<file path="config.mk">
export PLATFORM = sky130hd
export DESIGN_NAME = regfile_write_port_ctrl
export DESIGN_NICKNAME = d
export VERILOG_FILES = /design/src/rtl/wb_pkg.sv /design/src/rtl/wb_squash_fifo.sv /design/src/rtl/regfile_write_port_ctrl.sv
export SDC_FILE = /design/constraint.sdc
export NUM_CORES = 1
export LEC_CHECK = 0
export CAP_MARGIN = 20
export CORE_UTILIZATION = 50
export DETAILED_ROUTE_END_ITERATION = 16
export PLACE_DENSITY_LB_ADDON = 0.05
export SLEW_MARGIN = 10
export SYNTH_ARGS = -nofsm -noshare
export SYNTH_HDL_FRONTEND = slang
export SYNTH_HIERARCHICAL = 1
export SYNTH_SLANG_ARGS = --single-unit
</file>
<file path="constraint.sdc">
create_clock -name Clk -period 6.47 [get_ports Clk]
set_clock_uncertainty 0.1 [all_clocks]
set_input_delay 1.294 -clock Clk [delete_from_list [all_inputs] [get_ports Clk]]
set_output_delay 1.294 -clock Clk [all_outputs]
set_load 0.05 [all_outputs]
</file>
<file path="src/rtl/wb_pkg.sv">
`default_nettype none
// ============================================================================
// Module      : wb_pkg
// Description : Shared definitions for the register-file write-port
//               controller. Holds the default datapath widths, the buffered
//               writeback entry layout and the hard-wired zero register index.
// Revision    : 1.0 - initial release
// ============================================================================
package wb_pkg;

  localparam int DATA_WIDTH    = 32;
  localparam int ADDRESS_WIDTH = 5;

  // Register 0 is hard-wired; writes to it are dropped and never reported as
  // pending to the hazard unit.
  localparam int unsigned REG_ZERO = 0;

  // One buffered long-latency writeback. 'live' is cleared when a younger
  // pipeline write to the same register makes this entry obsolete.
  typedef struct packed {
    logic                     live;
    logic [ADDRESS_WIDTH-1:0] addr;
    logic [DATA_WIDTH-1:0]    data;
  } wb_entry_t;

endpackage : wb_pkg
`default_nettype wire

</file>
<file path="src/rtl/wb_squash_fifo.sv">
`default_nettype none
// ============================================================================
// Module      : wb_squash_fifo
// Description : Small in-order buffer for long-latency writebacks. Entries can
//               be squashed by destination address (the slot stays occupied
//               but its live bit clears), and two query ports report whether
//               a live buffered write targets a given register.
// Revision    : 1.0 - initial release
//
// Ports:
//   clk, rst        clock, synchronous active-high reset
//   i_push          enqueue request (ignored while full)
//   i_push_addr/data  entry contents for the enqueue
//   i_pop           dequeue request (ignored while empty)
//   i_squash_en     clear live bits of resident entries matching i_squash_addr
//   i_query_a/b     hazard query addresses
//   o_ready         buffer not full (registered count only)
//   o_empty         buffer empty
//   o_head_*        contents of the oldest entry
//   o_pending_a/b   a live resident entry targets the query address
// ============================================================================
module wb_squash_fifo #(
  parameter int DATA_WIDTH    = 32,
  parameter int ADDRESS_WIDTH = 5,
  parameter int FIFO_DEPTH    = 4,
  parameter int PTR_WIDTH     = 2
) (
  input  logic                     clk,
  input  logic                     rst,
  input  logic                     i_push,
  input  logic [ADDRESS_WIDTH-1:0] i_push_addr,
  input  logic [DATA_WIDTH-1:0]    i_push_data,
  input  logic                     i_pop,
  input  logic                     i_squash_en,
  input  logic [ADDRESS_WIDTH-1:0] i_squash_addr,
  input  logic [ADDRESS_WIDTH-1:0] i_query_a,
  input  logic [ADDRESS_WIDTH-1:0] i_query_b,
  output logic                     o_ready,
  output logic                     o_empty,
  output logic                     o_head_live,
  output logic [ADDRESS_WIDTH-1:0] o_head_addr,
  output logic [DATA_WIDTH-1:0]    o_head_data,
  output logic                     o_pending_a,
  output logic                     o_pending_b
);
  import wb_pkg::*;

  localparam logic [PTR_WIDTH:0]     c_FULL = (PTR_WIDTH + 1)'(FIFO_DEPTH);
  localparam logic [ADDRESS_WIDTH-1:0] c_R0 = ADDRESS_WIDTH'(REG_ZERO);

  logic [ADDRESS_WIDTH-1:0] r_addr [FIFO_DEPTH];
  logic [DATA_WIDTH-1:0]    r_data [FIFO_DEPTH];
  logic [FIFO_DEPTH-1:0]    r_valid;
  logic [FIFO_DEPTH-1:0]    r_live;
  logic [PTR_WIDTH-1:0]     r_rd_ptr;
  logic [PTR_WIDTH-1:0]     r_wr_ptr;
  logic [PTR_WIDTH:0]       r_count;

  logic                     w_push;
  logic                     w_pop;
  logic [FIFO_DEPTH-1:0]    w_sq_hit;
  logic [FIFO_DEPTH-1:0]    w_hit_a;
  logic [FIFO_DEPTH-1:0]    w_hit_b;

  assign o_ready = (r_count != c_FULL);
  assign o_empty = (r_count == '0);
  assign w_push  = i_push && o_ready;
  assign w_pop   = i_pop && !o_empty;

  assign o_head_live = r_live[r_rd_ptr];
  assign o_head_addr = r_addr[r_rd_ptr];
  assign o_head_data = r_data[r_rd_ptr];

  // Per-entry address compares. Only resident entries take part, so the
  // entry being written this cycle is neither squashed nor reported pending.
  for (genvar gi = 0; gi < FIFO_DEPTH; gi++) begin : g_entry
    assign w_sq_hit[gi] = i_squash_en && r_valid[gi] && r_live[gi]
                          && (r_addr[gi] == i_squash_addr);
    assign w_hit_a[gi]  = r_valid[gi] && r_live[gi] && (r_addr[gi] == i_query_a);
    assign w_hit_b[gi]  = r_valid[gi] && r_live[gi] && (r_addr[gi] == i_query_b);
  end

  assign o_pending_a = (|w_hit_a) && (i_query_a != c_R0);
  assign o_pending_b = (|w_hit_b) && (i_query_b != c_R0);

  // Control state. The push slot is never resident (not full), and a popped
  // slot is never the push slot, so the later assignments cannot collide
  // with a squash on the same bit in a meaningful way.
  always_ff @(posedge clk) begin
    if (rst) begin
      r_valid  <= '0;
      r_live   <= '0;
      r_rd_ptr <= '0;
      r_wr_ptr <= '0;
      r_count  <= '0;
    end else begin
      for (int i = 0; i < FIFO_DEPTH; i++) begin
        if (w_sq_hit[i]) begin
          r_live[i] <= 1'b0;
        end
      end
      if (w_pop) begin
        r_valid[r_rd_ptr] <= 1'b0;
        r_live[r_rd_ptr]  <= 1'b0;
        r_rd_ptr          <= r_rd_ptr + 1'b1;
      end
      if (w_push) begin
        r_valid[r_wr_ptr] <= 1'b1;
        r_live[r_wr_ptr]  <= 1'b1;
        r_wr_ptr          <= r_wr_ptr + 1'b1;
      end
      r_count <= r_count + (PTR_WIDTH + 1)'(w_push) - (PTR_WIDTH + 1)'(w_pop);
    end
  end

  // Payload storage needs no reset: valid/live gate every use of it.
  always_ff @(posedge clk) begin
    if (w_push) begin
      r_addr[r_wr_ptr] <= i_push_addr;
      r_data[r_wr_ptr] <= i_push_data;
    end
  end

endmodule : wb_squash_fifo
`default_nettype wire

</file>
<file path="src/rtl/regfile_write_port_ctrl.sv">
`default_nettype none
// ============================================================================
// Module      : regfile_write_port_ctrl
// Description : Arbitrates the single register-file write port between the
//               in-order WB stage (strict priority, no backpressure) and
//               long-latency units (valid/ready, buffered). Younger pipeline
//               writes squash older buffered writes to the same register.
//               Reports pending buffered writes to the hazard unit.
// Revision    : 1.0 - initial release
//
// Build option: define REGWR_FIFO_BYPASS_EN to let an accepted long transfer
//               go straight to the output registers when the buffer is empty
//               and the WB stage is idle.
//
// Ports:
//   Clk, Reset               clock, synchronous active-high reset
//   WbValid/WbRW/WbData      pipeline writeback request
//   LongValid/LongReady      long-latency handshake
//   LongRW/LongData          long-latency writeback contents
//   RegWr/RW/BusW            registered register-file write port
//   QueryRA/QueryRB          hazard query addresses
//   PendingA/PendingB        live buffered write targets the query address
// ============================================================================
module regfile_write_port_ctrl #(
  parameter int DATA_WIDTH    = 32,
  parameter int ADDRESS_WIDTH = 5,
  parameter int FIFO_DEPTH    = 4,
  parameter int PTR_WIDTH     = 2
) (
  input  logic                     Clk,
  input  logic                     Reset,
  input  logic                     WbValid,
  input  logic [ADDRESS_WIDTH-1:0] WbRW,
  input  logic [DATA_WIDTH-1:0]    WbData,
  input  logic                     LongValid,
  output logic                     LongReady,
  input  logic [ADDRESS_WIDTH-1:0] LongRW,
  input  logic [DATA_WIDTH-1:0]    LongData,
  output logic                     RegWr,
  output logic [ADDRESS_WIDTH-1:0] RW,
  output logic [DATA_WIDTH-1:0]    BusW,
  input  logic [ADDRESS_WIDTH-1:0] QueryRA,
  input  logic [ADDRESS_WIDTH-1:0] QueryRB,
  output logic                     PendingA,
  output logic                     PendingB
);
  import wb_pkg::*;

  localparam logic [ADDRESS_WIDTH-1:0] c_R0 = ADDRESS_WIDTH'(REG_ZERO);

  logic                     r_regwr;
  logic [ADDRESS_WIDTH-1:0] r_rw;
  logic [DATA_WIDTH-1:0]    r_busw;

  logic                     w_wb_write;
  logic                     w_long_xfer;
  logic                     w_long_nz;
  logic                     w_bypass;
  logic                     w_push;
  logic                     w_pop;
  logic                     w_fifo_ready;
  logic                     w_fifo_empty;
  logic                     w_head_live;
  logic [ADDRESS_WIDTH-1:0] w_head_addr;
  logic [DATA_WIDTH-1:0]    w_head_data;

  assign w_wb_write  = WbValid && (WbRW != c_R0);
  assign w_long_xfer = LongValid && w_fifo_ready;
  assign w_long_nz   = (LongRW != c_R0);

`ifdef REGWR_FIFO_BYPASS_EN
  // Only legal when nothing older is buffered, so ordering is preserved.
  assign w_bypass = w_long_xfer && w_long_nz && !WbValid && w_fifo_empty;
`else
  assign w_bypass = 1'b0;
`endif

  // R0 transfers complete the handshake but are dropped here.
  assign w_push = w_long_xfer && w_long_nz && !w_bypass;
  // Any WB request, even to R0, owns the port for the cycle.
  assign w_pop  = !WbValid && !w_fifo_empty;

  assign LongReady = w_fifo_ready;

  wb_squash_fifo #(
    .DATA_WIDTH    (DATA_WIDTH),
    .ADDRESS_WIDTH (ADDRESS_WIDTH),
    .FIFO_DEPTH    (FIFO_DEPTH),
    .PTR_WIDTH     (PTR_WIDTH)
  ) u_fifo (
    .clk           (Clk),
    .rst           (Reset),
    .i_push        (w_push),
    .i_push_addr   (LongRW),
    .i_push_data   (LongData),
    .i_pop         (w_pop),
    .i_squash_en   (w_wb_write),
    .i_squash_addr (WbRW),
    .i_query_a     (QueryRA),
    .i_query_b     (QueryRB),
    .o_ready       (w_fifo_ready),
    .o_empty       (w_fifo_empty),
    .o_head_live   (w_head_live),
    .o_head_addr   (w_head_addr),
    .o_head_data   (w_head_data),
    .o_pending_a   (PendingA),
    .o_pending_b   (PendingB)
  );

  // Output registers: WB stage first, then bypass, then buffered head.
  // A squashed head still consumes its slot and yields an idle write cycle.
  always_ff @(posedge Clk) begin
    if (Reset) begin
      r_regwr <= 1'b0;
      r_rw    <= '0;
      r_busw  <= '0;
    end else if (WbValid) begin
      r_regwr <= w_wb_write;
      r_rw    <= WbRW;
      r_busw  <= WbData;
    end else if (w_bypass) begin
      r_regwr <= 1'b1;
      r_rw    <= LongRW;
      r_busw  <= LongData;
    end else if (w_pop) begin
      r_regwr <= w_head_live;
      r_rw    <= w_head_addr;
      r_busw  <= w_head_data;
    end else begin
      r_regwr <= 1'b0;
    end
  end

  assign RegWr = r_regwr;
  assign RW    = r_rw;
  assign BusW  = r_busw;

endmodule : regfile_write_port_ctrl
`default_nettype wire

</file>
==> flow_results.xml, run 1 <==
<?xml version="1.0" encoding="UTF-8"?>
<metrics>
  <group name="timing">
    <metric name="grt_setup_unrepaired" unit="">no</metric>
    <metric name="timing.max_slew.rel_slack" unit="">0.3128</metric>
    <metric name="post-route-period-util" unit="">0.7630</metric>
    <metric name="final_max_slew_violation_count" unit="">0</metric>
    <metric name="setup_viol" unit="">0</metric>
    <metric name="hold_viol" unit="">0</metric>
    <metric name="min_period" unit="ns">4.937</metric>
    <metric name="final.setup.tns" unit="ns">0</metric>
    <metric name="worst_pin_slew" unit="ns">1.029</metric>
    <metric name="fmaxAchievable" unit="MHz">202.6</metric>
    <metric name="whs" unit="ns">0.4407</metric>
  </group>
  <group name="worst_setup_path">
    <metric name="critPathLaunchType" unit="">input pin</metric>
    <metric name="worstSetupPathType" unit="">in -&gt; out</metric>
    <metric name="cp-end-kind" unit="">output pin</metric>
    <metric name="arrival" unit="ns">3.54</metric>
    <metric name="regToRegStartpoint" unit="">u_fifo/r_count[2]</metric>
    <metric name="worst_ep_required_time" unit="ns">5.08</metric>
    <metric name="crit_start" unit="">QueryRB[3]</metric>
    <metric name="r2r_cells" unit="">12</metric>
    <metric name="worst-path-max-fanout" unit="">5</metric>
  </group>
  <group name="cells_and_area">
    <metric name="fillers" unit="">1280</metric>
    <metric name="drive_gt1_frac" unit="">0.1153</metric>
    <metric name="finish.utilization" unit="">0.6301</metric>
    <metric name="synthToLayoutAreaGrowth" unit="%">23.63</metric>
    <metric name="final_cell_area" unit="mm2">0.01086</metric>
    <metric name="final_cell_count_no_fill" unit="">919</metric>
    <metric name="num_antenna_cells" unit="">0</metric>
    <metric name="layout.nets" unit="">777</metric>
  </group>
  <group name="logic_synthesis">
    <metric name="synth_enable_flop_cells" unit="">148</metric>
    <metric name="yosysMostFrequentCell" unit="">edfxtp_1</metric>
    <metric name="net_count_synth" unit="">657</metric>
    <metric name="async_reset_ff_frac" unit="">0</metric>
    <metric name="synthTopCellsByArea" unit="">edfxtp_1, dfxtp_1, mux4_2</metric>
    <metric name="netlist-cell-type-count" unit="">38</metric>
    <metric name="synth_commonest_cells" unit="">edfxtp_1, dfxtp_1, xor2_1, nor2b_1, mux2i_1</metric>
    <metric name="netlist_instances" unit="">558</metric>
    <metric name="synth_area_per_cell" unit="um2">15.74</metric>
    <metric name="yosysTopAreaCellShare" unit="">0.5059</metric>
    <metric name="netlist_area" unit="mm2">0.008785</metric>
    <metric name="yosys_register_bits" unit="">203</metric>
    <metric name="sequential_fraction_of_the_synthesis_area" unit="">0.6312</metric>
    <metric name="synth-warning-count" unit="">6</metric>
    <metric name="synthDominantAreaCellType" unit="">edfxtp_1</metric>
    <metric name="synth_ff_type" unit="">edfxtp_1</metric>
  </group>
  <group name="floorplan">
    <metric name="die_y_extent" unit="um">134.6</metric>
    <metric name="die_w" unit="um">134.6</metric>
    <metric name="row_count" unit="">48</metric>
    <metric name="io_pins" unit="">129</metric>
    <metric name="initial_utilization" unit="">0.5097</metric>
    <metric name="dieArea" unit="mm2">0.01810</metric>
    <metric name="core" unit="mm2">0.01724</metric>
  </group>
  <group name="worst_hold_path">
    <metric name="timing.hold.worst.class" unit="">reg -&gt; reg</metric>
    <metric name="worstHoldStart" unit="">u_fifo/r_valid[0]</metric>
    <metric name="worstHoldPathCells" unit="">2</metric>
  </group>
  <group name="route">
    <metric name="route.detailed.vias_per_inst" unit="">5.607</metric>
    <metric name="finalWirelength" unit="um">19930</metric>
    <metric name="residual_drc_count" unit="">0</metric>
    <metric name="route.antenna.remaining_nets" unit="">0</metric>
    <metric name="drtIter0Drc" unit="">263</metric>
    <metric name="detailroute.via_count" unit="">5153</metric>
    <metric name="firstDrtPassIters" unit="">4</metric>
    <metric name="wire_per_inst" unit="um">21.69</metric>
  </group>
  <group name="pwr">
    <metric name="power.ir.vdd_worst" unit="mV">0.7289</metric>
    <metric name="static-leakage-power" unit="uW">0.003722</metric>
    <metric name="power-per-cell-area" unit="mW/mm2">385.5</metric>
  </group>
  <group name="job">
    <metric name="maxCapViolations" unit="">0</metric>
  </group>
  <group name="cts">
    <metric name="numCtsBuffers" unit="">22</metric>
    <metric name="clock_tree.buffer_depth" unit="">3</metric>
    <metric name="h-tree-depth" unit="">1</metric>
    <metric name="clock_sink_count" unit="">203</metric>
    <metric name="cts_root_buf" unit="">clkbuf_16</metric>
    <metric name="hold_buffers" unit="">0</metric>
    <metric name="tritoncts_clock_tree" unit="">done</metric>
    <metric name="post_cts.resized_instances" unit="">0</metric>
    <metric name="cts.clk_slew.worst_paths" unit="ns">0.06</metric>
    <metric name="cts_setup_buffers" unit="">0</metric>
    <metric name="clock_latency" unit="ns">0.49</metric>
  </group>
  <group name="global_route">
    <metric name="global_route.usage.total" unit="">0.2309</metric>
    <metric name="grt_antenna_before_repair" unit="">0</metric>
    <metric name="grt_max_degree" unit="">55</metric>
    <metric name="grt_pass1_wl" unit="um">31150</metric>
    <metric name="first_global_vias" unit="">5593</metric>
    <metric name="grt-ovfl-total" unit="">0</metric>
  </group>
  <group name="status">
    <metric name="status" unit="">completed</metric>
  </group>
  <group name="place">
    <metric name="detailed_place.area" unit="mm2">0.01009</metric>
    <metric name="globalplace.congestion" unit="">0.8869</metric>
    <metric name="place_hpwl" unit="um">12290</metric>
    <metric name="dp_cells" unit="">877</metric>
    <metric name="port-buffer-count" unit="">128</metric>
  </group>
</metrics>
where the power goes:
part	switching (uW)	internal [uW]
clock network	477	748
registers	117	1630
logic	683	532
registers in the layout (all words and copies together), names as in the netlist, named ones only:
name / cells
u_fifo/r_data: 128
BusW: 32
u_fifo/r_addr: 20
RW: 5
u_fifo/r_live: 4
u_fifo/r_valid: 4
u_fifo/r_count: 3
u_fifo/r_rd_ptr: 2
u_fifo/r_wr_ptr: 2
RegWr: 1
placed cells by master, fill, tap and decap left out, drive strengths merged:
cell type      synthesis  layout
mux2i                 38      38
bufinv                 0       2
inv                   12      13
nor2b                 39      39
dfxtp                 55      55
nand2                 13      13
o311ai                 3       3
mux4                  38      38
xor2                  40      40
buf                   31       7
clkdlybuf4s50          0     127
or3b                   1       1
nor3                   2       2
or3                    1       1
and3                   1       1
xnor2                 24      24
a211oi                37      37
nor4                   9       9
fa                     1       1
clkbuf                 7      28
o311a                  1       1
clkinv                 0       8
a31oi                  1       1
o31ai                  1       1
a21oi                 10      10
edfxtp               148     148
ha                    10      10
o21a                   2       2
or4                    2       2
nand3                  5       5
clkinvlp               0       1
o21ai                  1       1
and2                   1       1
nand4                 13      13
nor2                  11      11
cell type report:
cell class	count	area (um2)	share of cell area
sequential	203	5548	0.5108
multi-input combinational	305	2912	0.2681
clock buffer	28	614.3	0.05657
inverter	12	45.04	0.004147
clock inverter	12	106.4	0.009793
tap	225	281.5	0.02592
timing repair buffer	134	1354	0.1247
through the flow:
step	setup WS, ns	total power (uW)
2_1_floorplan	2.652	2692
3_3_place_gp	1.557	2972
3_5_place_dp	1.536	2999
4_1_cts	1.526	4234
5_1_grt	1.414	4386
6_report	1.533	4187
kinds of logic (layout without fill, tap and decap cells):
group,Yosys count,in the layout,share of synthesized area
compound gates,56,56,0.04529
xor+xnor,64,64,0.06381
fa+ha+maj,11,11,0.01652
buf+inv,50,186,0.03803
flops,203,203,0.6312
mux,76,76,0.1420
simple gates,98,98,0.06310
layer usage:
metal  up-vias  track usage  wire length, um
li1       2376            -                -
met1      2572       0.3040             8388
met2       172       0.3975             9943
met3        33      0.04092             1257
met4         0      0.05930              346
met5         -            0                0
critical path, cell delays in order:
cell,delay [ns]
clkdlybuf4s50_1,0.54
xor2_1,0.20
nor4_1,0.32
nand4_1,0.14
nand4_1,0.12
o21a_1,0.13
clkdlybuf4s50_1,0.80
worst paths after layout:
kind	endpoint	slack (ns)
worst max-delay path	PendingB	1.53
worst min-delay path	u_fifo/r_valid[0]	0.44
worst max register to register	u_fifo/r_count[2]	3.37
worst min register to register	u_fifo/r_valid[0]	0.44
Note: power is estimated with default switching activity, not from simulation.
==> inputs of run 2 (changes only) <==
==> constraint.sdc (replaced) <==
create_clock -name Clk -period 5.1 [get_ports Clk]
set_clock_uncertainty 0.1 [all_clocks]
set_input_delay 1.02 -clock Clk [delete_from_list [all_inputs] [get_ports Clk]]
set_output_delay 1.02 -clock Clk [all_outputs]
set_load 0.05 [all_outputs]
==> flow_results.xml, run 2 (synthesis gave the netlist of run 1 again) <==
<?xml version="1.0" encoding="UTF-8"?>
<metrics>
  <group name="cts">
    <metric name="numCtsBuffers" unit="">22</metric>
    <metric name="cts_setup_buffers" unit="">0</metric>
    <metric name="cts.clk_slew.worst_paths" unit="ns">0.06</metric>
    <metric name="cts_root_buf" unit="">clkbuf_16</metric>
    <metric name="h-tree-depth" unit="">1</metric>
    <metric name="clock_tree.buffer_depth" unit="">3</metric>
    <metric name="post_cts.resized_instances" unit="">0</metric>
    <metric name="clock_sink_count" unit="">203</metric>
    <metric name="hold_buffers" unit="">0</metric>
    <metric name="clock_latency" unit="ns">0.51</metric>
    <metric name="tritoncts_clock_tree" unit="">done</metric>
  </group>
  <group name="timing">
    <metric name="hold_viol" unit="">0</metric>
    <metric name="post-route-period-util" unit="">0.8646</metric>
    <metric name="fmaxAchievable" unit="MHz">226.8</metric>
    <metric name="final_max_slew_violation_count" unit="">0</metric>
    <metric name="timing.max_slew.rel_slack" unit="">0.2556</metric>
    <metric name="final.setup.tns" unit="ns">0</metric>
    <metric name="grt_setup_unrepaired" unit="">no</metric>
    <metric name="worst_pin_slew" unit="ns">1.115</metric>
    <metric name="final_critical_path_setup_slack" unit="ns">0.6907</metric>
    <metric name="min_period" unit="ns">4.409</metric>
    <metric name="setup_viol" unit="">0</metric>
  </group>
  <group name="route">
    <metric name="detailroute.via_count" unit="">5218</metric>
    <metric name="route.detailed.vias_per_inst" unit="">5.678</metric>
    <metric name="detailroute.wirelength.met2" unit="um">9742</metric>
    <metric name="finalWirelength" unit="um">19900</metric>
    <metric name="highest_layer" unit="">met4</metric>
    <metric name="route.antenna.remaining_nets" unit="">0</metric>
    <metric name="wire_per_inst" unit="um">21.65</metric>
    <metric name="residual_drc_count" unit="">0</metric>
    <metric name="met3WireLength" unit="um">1128</metric>
    <metric name="drtIter0Drc" unit="">295</metric>
    <metric name="detail_route.wirelength.met1" unit="um">8603</metric>
    <metric name="firstDrtPassIters" unit="">4</metric>
  </group>
  <group name="pwr">
    <metric name="power-per-cell-area" unit="mW/mm2">484.1</metric>
    <metric name="static-leakage-power" unit="uW">0.003698</metric>
    <metric name="finalPower" unit="uW">5235</metric>
    <metric name="power.ir.vdd_worst" unit="mV">0.4116</metric>
  </group>
  <group name="worst_setup_path">
    <metric name="critPathLaunchType" unit="">input pin</metric>
    <metric name="critical_path.endpoint" unit="">PendingB</metric>
    <metric name="crit_chain" unit="">clkdlybuf4s50_1 -&gt; xor2_1 -&gt; nor4_1 -&gt; nand4_1 -&gt; nand4_1 -&gt; o21a_1 -&gt; clkdlybuf4s50_1</metric>
    <metric name="regToRegStartpoint" unit="">u_fifo/r_count[2]</metric>
    <metric name="timing.critical_path.slowest_cell_delay" unit="ns">0.79</metric>
    <metric name="worstSetupPathType" unit="">in -&gt; out</metric>
    <metric name="worst-path-max-fanout" unit="">5</metric>
    <metric name="timing.critical_path.depth" unit="">7</metric>
    <metric name="worst_ep_required_time" unit="ns">3.98</metric>
    <metric name="arrival" unit="ns">3.29</metric>
    <metric name="r2r_cells" unit="">11</metric>
    <metric name="buffer_and_inverter_count_on_the_worst_path" unit="">2</metric>
    <metric name="cp-end-kind" unit="">output pin</metric>
    <metric name="crit_start" unit="">QueryRB[4]</metric>
    <metric name="rr_endpoint" unit="">u_fifo/r_count[2]</metric>
    <metric name="cp_top_family" unit="">buffers and inverters</metric>
    <metric name="slowest_stage" unit="">clkdlybuf4s50_1</metric>
    <metric name="slack_of_the_worst_reg_to_reg_path" unit="ns">2.06</metric>
  </group>
  <group name="place">
    <metric name="port-buffer-count" unit="">128</metric>
    <metric name="place_hpwl" unit="um">12310</metric>
    <metric name="place_worst_setup_slack" unit="ns">0.6933</metric>
    <metric name="globalplace.congestion" unit="">0.8757</metric>
  </group>
  <group name="cells_and_area">
    <metric name="synthToLayoutAreaGrowth" unit="%">23.10</metric>
    <metric name="top_register" unit="">u_fifo/r_data</metric>
    <metric name="num_antenna_cells" unit="">0</metric>
    <metric name="layout.nets" unit="">777</metric>
    <metric name="finish.utilization" unit="">0.6274</metric>
    <metric name="layout_commonest_cell" unit="">edfxtp_1</metric>
    <metric name="fillers" unit="">1233</metric>
    <metric name="mostFrequentLayoutCells" unit="">edfxtp_1, clkdlybuf4s50_1, dfxtp_1</metric>
    <metric name="largest_register_ff_count" unit="">128</metric>
    <metric name="drive_gt1_frac" unit="">0.1153</metric>
  </group>
  <group name="floorplan">
    <metric name="die_w" unit="um">134.6</metric>
    <metric name="io_pins" unit="">129</metric>
    <metric name="initial_utilization" unit="">0.5097</metric>
    <metric name="core" unit="mm2">0.01724</metric>
    <metric name="die_y_extent" unit="um">134.6</metric>
    <metric name="dieArea" unit="mm2">0.01810</metric>
    <metric name="row_count" unit="">48</metric>
  </group>
  <group name="status">
    <metric name="status" unit="">completed</metric>
  </group>
  <group name="global_route">
    <metric name="grt-ovfl-total" unit="">0</metric>
    <metric name="global_route.usage.total" unit="">0.2279</metric>
    <metric name="grt_antenna_before_repair" unit="">0</metric>
    <metric name="grt_max_degree" unit="">55</metric>
    <metric name="first_global_vias" unit="">5400</metric>
    <metric name="grt_pass1_wl" unit="um">30820</metric>
  </group>
  <group name="worst_hold_path">
    <metric name="timing.hold.worst.class" unit="">reg -&gt; reg</metric>
  </group>
  <group name="job">
    <metric name="maxCapViolations" unit="">0</metric>
  </group>
</metrics>
==> run 2: changes by cell type in the layout (fill, tap and decap cells not counted) <==
cell	delta
clkinvlp_4	+1
buf_16	-1
clkinv_1	-4
clkbuf_1	+4
clkinvlp_2	-1
clkbuf_8	+2
buf_12	+1
clkinv_4	+1
bufinv_16	-2
clkbuf_16	-1
inv_6	-1
clkinv_8	+1
==> run 2: layer usage <==
metal | global-route usage | up-vias
li1 | - | 2370
met1 | 0.3088 | 2655
met2 | 0.3803 | 156
met3 | 0.04467 | 37
met4 | 0.05618 | 0
met5 | 0 | -
==> run 2: area by class of cell <==
type / instances / area (um2) / share of cell area
flip-flops and latches: 203 / 5548 / 0.5130
multi-input cells: 305 / 2912 / 0.2692
repair buffers: 134 / 1346 / 0.1245
clock buffers: 33 / 631.9 / 0.05843
well taps: 225 / 281.5 / 0.02603
clock inverters: 7 / 50.05 / 0.004628
inverters: 12 / 45.04 / 0.004165
==> run 2: where the power goes <==
part	switching, uW	internal (uW)	leakage [uW]
Combinational	845	674	0.00156
Sequential	173	2070	0.00181
Clock	618	859	0.000330
==> run 2: through the flow <==
| step | std cells | cell area (um2) | hold slack [ns] |
|---|---|---|---|
| floorplan | 558 | 8785 | 0.3577 |
| global placement | 877 | 10090 | 0.4265 |
| detailed placement | 877 | 10090 | 0.4257 |
| CTS | 917 | 10770 | 0.4337 |
| global route | 919 | 10810 | 0.4514 |
| finish | 919 | 10810 | 0.4318 |
==> run 2: how the worst min path moves through the flow <==
stage	from	to	slack [ns]	cells after the start
2_1_floorplan	u_fifo/r_valid[3]	u_fifo/r_valid[3]	0.36	2
3_3_place_gp	u_fifo/r_valid[0]	u_fifo/r_valid[0]	0.43	2
3_5_place_dp	u_fifo/r_valid[0]	u_fifo/r_valid[0]	0.43	2
4_1_cts	u_fifo/r_valid[0]	u_fifo/r_valid[0]	0.43	2
5_1_grt	u_fifo/r_valid[3]	u_fifo/r_valid[3]	0.45	2
6_report	u_fifo/r_valid[0]	u_fifo/r_valid[0]	0.43	2
==> run 2: worst min-delay path, cell delays in order, from the launching register on <==
cell and delay (ns):
dfxtp_1 0.35, nand2_1 0.08, a21oi_1 0.05
